File: src/rtl/cpu_ctrl_pkg.sv
// Shared definitions for the ALU instruction sequencer: control-step state
// encoding, opcode map, IR field positions and opcode classification helpers.
// No ports; imported by alu_op_sequencer and reg_onehot_decoder.
package cpu_ctrl_pkg;

  typedef enum logic [2:0] {
    IDLE = 3'd0,
    T0   = 3'd1,
    T1   = 3'd2,
    T2   = 3'd3,
    T3   = 3'd4,
    T4   = 3'd5,
    T5   = 3'd6,
    T6   = 3'd7
  } state_t;

  localparam int OPC_W     = 5;
  localparam int REG_IDX_W = 4;

  // Low bit of each IR field; fields run upward from here.
  localparam int IR_OPC_LO = 27;
  localparam int IR_RA_LO  = 23;
  localparam int IR_RB_LO  = 19;
  localparam int IR_RC_LO  = 15;

  localparam logic [OPC_W-1:0] OP_ADD = 5'd3;
  localparam logic [OPC_W-1:0] OP_SUB = 5'd4;
  localparam logic [OPC_W-1:0] OP_AND = 5'd5;
  localparam logic [OPC_W-1:0] OP_OR  = 5'd6;
  localparam logic [OPC_W-1:0] OP_SHR = 5'd7;
  localparam logic [OPC_W-1:0] OP_SHL = 5'd9;
  localparam logic [OPC_W-1:0] OP_ROR = 5'd10;
  localparam logic [OPC_W-1:0] OP_ROL = 5'd11;
  localparam logic [OPC_W-1:0] OP_MUL = 5'd15;
  localparam logic [OPC_W-1:0] OP_DIV = 5'd16;
  localparam logic [OPC_W-1:0] OP_NEG = 5'd17;
  localparam logic [OPC_W-1:0] OP_NOT = 5'd18;

  // Opcodes this sequencer knows how to run as a three-register ALU op.
  function automatic logic is_alu_op(input logic [OPC_W-1:0] op);
    case (op)
      OP_ADD, OP_SUB, OP_AND, OP_OR, OP_SHR, OP_SHL,
      OP_ROR, OP_ROL, OP_MUL, OP_DIV, OP_NEG, OP_NOT: return 1'b1;
      default: return 1'b0;
    endcase
  endfunction

  // Ops producing a HI/LO pair that needs the extra T6 write-back step.
  function automatic logic is_wide_op(input logic [OPC_W-1:0] op);
    return (op == OP_MUL) || (op == OP_DIV);
  endfunction

endpackage

File: src/rtl/reg_onehot_decoder.sv
// Converts a register index plus enable into a one-hot register strobe.
// Ports: idx (register index), en (strobe enable), onehot (NUM_REGS wide).
// Pure combinational; an index outside NUM_REGS yields all zeros.
module reg_onehot_decoder
  import cpu_ctrl_pkg::*;
#(
  parameter int NUM_REGS = 16
) (
  input  logic [REG_IDX_W-1:0] idx,
  input  logic                 en,
  output logic [NUM_REGS-1:0]  onehot
);

  always_comb begin
    onehot = '0;
    for (int i = 0; i < NUM_REGS; i++) begin
      if (en && (32'(idx) == i)) begin
        onehot[i] = 1'b1;
      end
    end
  end

endmodule

File: src/rtl/alu_op_sequencer.sv
// Control sequencer for three-register ALU instructions: fetch T0-T2, execute T3-T5/T6.
// Ports: clk/clr (sync active-low), start, mem_ready, ir in; busy/done/illegal, datapath
// strobes, one-hot reg_out/reg_enable and alu_op out. Narrow op 6 cycles, wide 7, +1 per T1 wait.
module alu_op_sequencer
  import cpu_ctrl_pkg::*;
#(
  parameter int DATA_W   = 32,
  parameter int NUM_REGS = 16,
  parameter int OPCODE_W = 5
) (
  input  logic                clk,
  input  logic                clr,
  input  logic                start,
  input  logic                mem_ready,
  input  logic [DATA_W-1:0]   ir,
  output logic                busy,
  output logic                done,
  output logic                illegal,
  output logic                pc_out,
  output logic                mar_enable,
  output logic                inc_pc,
  output logic                pc_enable,
  output logic                read,
  output logic                mdr_enable,
  output logic                mdr_out,
  output logic                ir_enable,
  output logic                y_enable,
  output logic                z_enable,
  output logic                zlow_out,
  output logic                zhigh_out,
  output logic                lo_enable,
  output logic                hi_enable,
  output logic [NUM_REGS-1:0] reg_out,
  output logic [NUM_REGS-1:0] reg_enable,
  output logic [OPCODE_W-1:0] alu_op
);

  state_t state_q, state_d;

  logic [OPCODE_W-1:0]  op_q;
  logic [REG_IDX_W-1:0] ra_q, rc_q;

  // Fields straight off the IR; only consumed in T3, where they are also latched.
  logic [OPCODE_W-1:0]  ir_opc;
  logic [REG_IDX_W-1:0] ir_ra, ir_rb, ir_rc;
  logic                 ir_legal;
  logic                 ir_low_unused;

  assign ir_opc = ir[IR_OPC_LO +: OPCODE_W];
  assign ir_ra  = ir[IR_RA_LO  +: REG_IDX_W];
  assign ir_rb  = ir[IR_RB_LO  +: REG_IDX_W];
  assign ir_rc  = ir[IR_RC_LO  +: REG_IDX_W];
  assign ir_low_unused = ^ir[IR_RC_LO-1:0];

  function automatic logic idx_ok(input logic [REG_IDX_W-1:0] idx);
    return 32'(idx) < 32'(NUM_REGS);
  endfunction

  assign ir_legal = is_alu_op(OPC_W'(ir_opc)) && idx_ok(ir_ra) && idx_ok(ir_rb) && idx_ok(ir_rc);

  // Register-bus drive and register-load requests feeding the one-hot decoders.
  logic                 rd_en, wr_en;
  logic [REG_IDX_W-1:0] rd_idx;

  always_ff @(posedge clk) begin
    if (!clr) begin
      state_q <= IDLE;
      op_q    <= '0;
      ra_q    <= '0;
      rc_q    <= '0;
    end else begin
      state_q <= state_d;
      // rb is only needed in T3 itself, so it is used directly from the IR.
      if (state_q == T3) begin
        op_q <= ir_opc;
        ra_q <= ir_ra;
        rc_q <= ir_rc;
      end
    end
  end

  always_comb begin
    state_d    = state_q;
    busy       = (state_q != IDLE);
    done       = 1'b0;
    illegal    = 1'b0;
    pc_out     = 1'b0;
    mar_enable = 1'b0;
    inc_pc     = 1'b0;
    pc_enable  = 1'b0;
    read       = 1'b0;
    mdr_enable = 1'b0;
    mdr_out    = 1'b0;
    ir_enable  = 1'b0;
    y_enable   = 1'b0;
    z_enable   = 1'b0;
    zlow_out   = 1'b0;
    zhigh_out  = 1'b0;
    lo_enable  = 1'b0;
    hi_enable  = 1'b0;
    alu_op     = '0;
    rd_en      = 1'b0;
    rd_idx     = ir_rb;
    wr_en      = 1'b0;

    case (state_q)
      IDLE: begin
        if (start) state_d = T0;
      end
      T0: begin
        pc_out     = 1'b1;
        mar_enable = 1'b1;
        inc_pc     = 1'b1;
        pc_enable  = 1'b1;
        state_d    = T1;
      end
      T1: begin
        read       = 1'b1;
        mdr_enable = 1'b1;
        if (mem_ready) state_d = T2;
      end
      T2: begin
        mdr_out   = 1'b1;
        ir_enable = 1'b1;
        state_d   = T3;
      end
      T3: begin
        if (ir_legal) begin
          rd_en    = 1'b1;
          rd_idx   = ir_rb;
          y_enable = 1'b1;
          state_d  = T4;
        end else begin
          illegal = 1'b1;
          state_d = IDLE;
        end
      end
      T4: begin
        rd_en    = 1'b1;
        rd_idx   = rc_q;
        z_enable = 1'b1;
        alu_op   = op_q;
        state_d  = T5;
      end
      T5: begin
        zlow_out = 1'b1;
        if (is_wide_op(OPC_W'(op_q))) begin
          lo_enable = 1'b1;
          state_d   = T6;
        end else begin
          wr_en   = 1'b1;
          done    = 1'b1;
          state_d = start ? T0 : IDLE;
        end
      end
      T6: begin
        zhigh_out = 1'b1;
        hi_enable = 1'b1;
        done      = 1'b1;
        state_d   = start ? T0 : IDLE;
      end
      default: state_d = IDLE;
    endcase
  end

  // Reads happen only in T3/T4 and the write only in narrow T5, so the two
  // buses can never be active together.
  reg_onehot_decoder #(.NUM_REGS(NUM_REGS)) u_rd_dec (
    .idx    (rd_idx),
    .en     (rd_en),
    .onehot (reg_out)
  );

  reg_onehot_decoder #(.NUM_REGS(NUM_REGS)) u_wr_dec (
    .idx    (ra_q),
    .en     (wr_en),
    .onehot (reg_enable)
  );

endmodule

File: config.mk
export PLATFORM = sky130hd
export DESIGN_NAME = alu_op_sequencer
export DESIGN_NICKNAME = d
export VERILOG_FILES = /design/src/rtl/cpu_ctrl_pkg.sv /design/src/rtl/reg_onehot_decoder.sv /design/src/rtl/alu_op_sequencer.sv
export SDC_FILE = /design/constraint.sdc
export NUM_CORES = 1
export LEC_CHECK = 0
export CAP_MARGIN = 20
export CORE_MARGIN = 2
export CORE_UTILIZATION = 38
export DETAILED_ROUTE_END_ITERATION = 8
export GPL_TIMING_DRIVEN = 0
export PLACE_DENSITY = 0.86
export SLEW_MARGIN = 20
export SYNTH_ARGS = -nofsm -noshare
export SYNTH_HDL_FRONTEND = slang
export SYNTH_SLANG_ARGS = --single-unit
File: constraint.sdc
create_clock -name clk -period 4.2 [get_ports clk]
set_input_delay 0.63 -clock clk [delete_from_list [all_inputs] [get_ports clk]]
set_output_delay 0.63 -clock clk [all_outputs]
set_load 0.05 [all_outputs]
==> results.md <==
* Layout net count at 298
* Min cycle time layout at 3.65 ns
* Slew HR at 60.5%
* Register area share after synthesis at 25.0%
* HPWL after DPL at 3150 µm
* CTS max path bufs at 2
* Worst Tran Pin Value at 0.592 ns
* Finished Core Util at 64.4%
* Final Cycle Share at 86.9%
* Synth cell types at 42
* Num CTS Buffers at 3
* Worst Path Max Fanout at 8
* Synth-to-Final Area Change at 65.2%
* Clock transition at path regs at 0.09 ns
* Filler cells at 293
* GRT Total Usage at 20.4%
* Fin. Hold Viols at 0
* Ant diodes at 0
* Synth warn at 0
* Peak VDD IR at 0.000179 V
* CTS sink cnt at 16
* First-pass GRT wire length at 5850 µm
* Initial core utilization at 39.0%
* WL/cell at 12.7 µm
* Register Area at 320 µm²
* DRC errors left at 0
* DP Worst Slack at 0.579 ns
* Mean Syn Cell Area at 6.99 µm²
* R2r endpoint: rc_q[0]
* Die Area at 3850 µm²
* WP data arrival at 3.02 ns
* CP Capture Type: primary output
* Post-CTS sizing at 0
* DRT iter0 DRCs at 76
* Die W at 62.0 µm
* Via count at 1600
* Clk root buf: clkbuf_4
* RSZ-0062 raised after global routing: no
* Post-CTS Setup Repair Bufs at 0
* Share of cells above drive strength 1 at 8.81%
* CP Class: input port to primary output
* Setup violators final at 0
* Clk_lat worst skew at 0.30 ns
* Row count at 21
* Startpoint Class: input port
* WHS Endpoint: rc_q[0]
* I/O Buffers at 74
* Worst R2R Path Depth at 5
* Critical register-to-register path startpoint: state_q[2]
* Final Wtd Congestion at 0.823
* Grt ovf at 0
* Min-delay src: rc_q[0]
* Fin worst setup slack at 0.550 ns
* Critical Path RT at 3.57 ns
* Max-cap violations at 0
* Number of global-route vias before repair at 1328
* Vias/cell at 5.21
* Max-slew violation count at 0
* Ports at 90
* Routed wire length at 3910 µm
* PD cells at 219 nW/µm²
* Hold_buf cts at 0
* Multi-input gate area at 861 µm²
* Leak pwr at 0.000744 µW
* Mapped cell area at 1280 µm²
* Cells on Worst Hold Path at 2
* Status: complete, no violations
* # placed instances at 303
* Total Power at 464 µW
* Antenna violations before repair at 0
* Core area at 3280 µm²
* Pre-Repair DR Iteration Count at 4
* Worst hold path class: flip-flop to flip-flop
* Synthesized instance count at 183
* H-tree Lvls at 1
* Total negative slack at 0 ns
* Die H at 62.0 µm
* Final Skew at 0.0128 ns
* Setup slack, reg-to-reg at 2.44 ns
* Largest net degree at the start of global routing at 11
* CTS tree: yes
* Top achievable clock speed at 274 MHz
* Layout Cells excl Fill at 307
* Register bit count reported by yosys at 16
* Syn nets at 219
* Final ANT Viol Nets at 0
[area by class of cell]
| cell class | instances | area share (%) |
|---|---|---|
| timing repair buffer | 74 | 35.0 |
| inverter | 3 | 0.533 |
| sequential | 16 | 15.1 |
| clock buffer | 4 | 1.72 |
| tap | 46 | 2.72 |
| buffer | 15 | 4.14 |
| multi-input combinational | 149 | 40.7 |
[stage by stage]
| step | hold slack [ns] | instance area, µm² |
|---|---|---|
| floorplan | 0.452 | 1280 |
| global route | 0.527 | 2110 |
| global placement | 0.469 | 2080 |
| detailed placement | 0.482 | 2080 |
| CTS | 0.495 | 2110 |
| finish | 0.490 | 2110 |
[how the worst max path moves through the flow]
stage	startpoint	endpoint	slack, ns	cells past startpoint
6_report	ir[27]	reg_out[9]	0.55	6
5_1_grt	ir[29]	reg_out[8]	0.47	6
4_1_cts	ir[29]	reg_out[9]	0.56	6
3_5_place_dp	ir[29]	reg_out[9]	0.58	6
3_3_place_gp	ir[27]	reg_out[9]	0.60	6
2_1_floorplan	state_q[0]	illegal	0.89	5
[worst max-delay path, stage by stage]
cell and delay, ns:
clkdlybuf4s50_1 0.56, nand3b_1 0.12, a21o_1 0.23, a311o_1 0.44, a21oi_1 0.21, clkdlybuf4s50_1 0.82
[kinds of logic (layout without fill, tap and decap cells)]
| logic type | after synthesis | after routing | share of synthesized area [%] |
|---|---|---|---|
| AO/OA/AOI/OAI | 44 | 44 | 23.6 |
| buffers and inverters | 18 | 96 | 7.72 |
| flip-flops | 16 | 16 | 25.0 |
| multiplexers | 7 | 7 | 5.96 |
| AND/OR/NAND/NOR | 98 | 98 | 37.7 |
[placed cells by master (no fill, tap or decap), types with 3 or more instances in the layout]
cell,netlist,routed
a21boi_0,12,12
a21oi_1,19,19
and3_1,6,6
buf_4,6,6
clkbuf_1,6,6
clkbuf_4,0,3
clkdlybuf4s50_1,0,74
dfxtp_1,16,16
mux2i_1,4,4
nand2_1,40,40
nand2b_1,8,8
nor2_1,19,19
nor2b_1,3,3
nor3_1,4,4
or3_1,3,3
[power breakdown]
group          internal [µW]  switching, µW  leakage (µW)
Sequential               158           4.66      0.000129
Combinational           80.8            114      0.000593
Clock                   52.8           53.3     0.0000210
Total                    292            172      0.000744
[Yosys cell counts (all sizes together)]
master | instances | area, µm²
o211ai | 1 | 7.51
nor2b | 3 | 18.8
a21oi | 19 | 95.1
inv | 3 | 11.3
nand3 | 2 | 10.0
nand2b | 8 | 50.1
a21boi | 13 | 97.6
nand4b | 2 | 17.5
or2 | 2 | 12.5
or4b | 1 | 13.8
or3 | 3 | 18.8
clkbuf | 6 | 22.5
and3 | 6 | 37.5
mux2 | 2 | 22.5
nor2 | 19 | 71.3
o221a | 1 | 11.3
a31oi | 1 | 6.26
and2 | 1 | 6.26
o21a | 2 | 15.0
a311o | 2 | 20.0
nor3 | 5 | 30.0
nand2 | 40 | 150
nor4 | 1 | 6.26
dfxtp | 16 | 320
mux2i | 5 | 53.8
and4b | 1 | 10.0
a21o | 1 | 7.51
nand3b | 2 | 15.0
o311ai | 1 | 16.3
o21ai | 1 | 5.00
buf | 9 | 65.1
nor4b | 1 | 8.76
a31o | 1 | 8.76
o41a | 1 | 11.3
nand4 | 1 | 6.26
[sequential cells by signal, summed over array words and instances, names as in the netlist]
signal	count
state_q	3
ra_q	4
op_q	5
rc_q	4
[metal layers]
layer | GRT usage [%] | up-vias | wire (µm)
li1 | - | 790 | -
met1 | 26.5 | 746 | 1810
met2 | 33.9 | 58 | 1830
met3 | 3.73 | 6 | 199
met4 | 6.69 | 0 | 65
met5 | 0 | - | 0
Note: power is estimated with default switching activity, not from simulation.
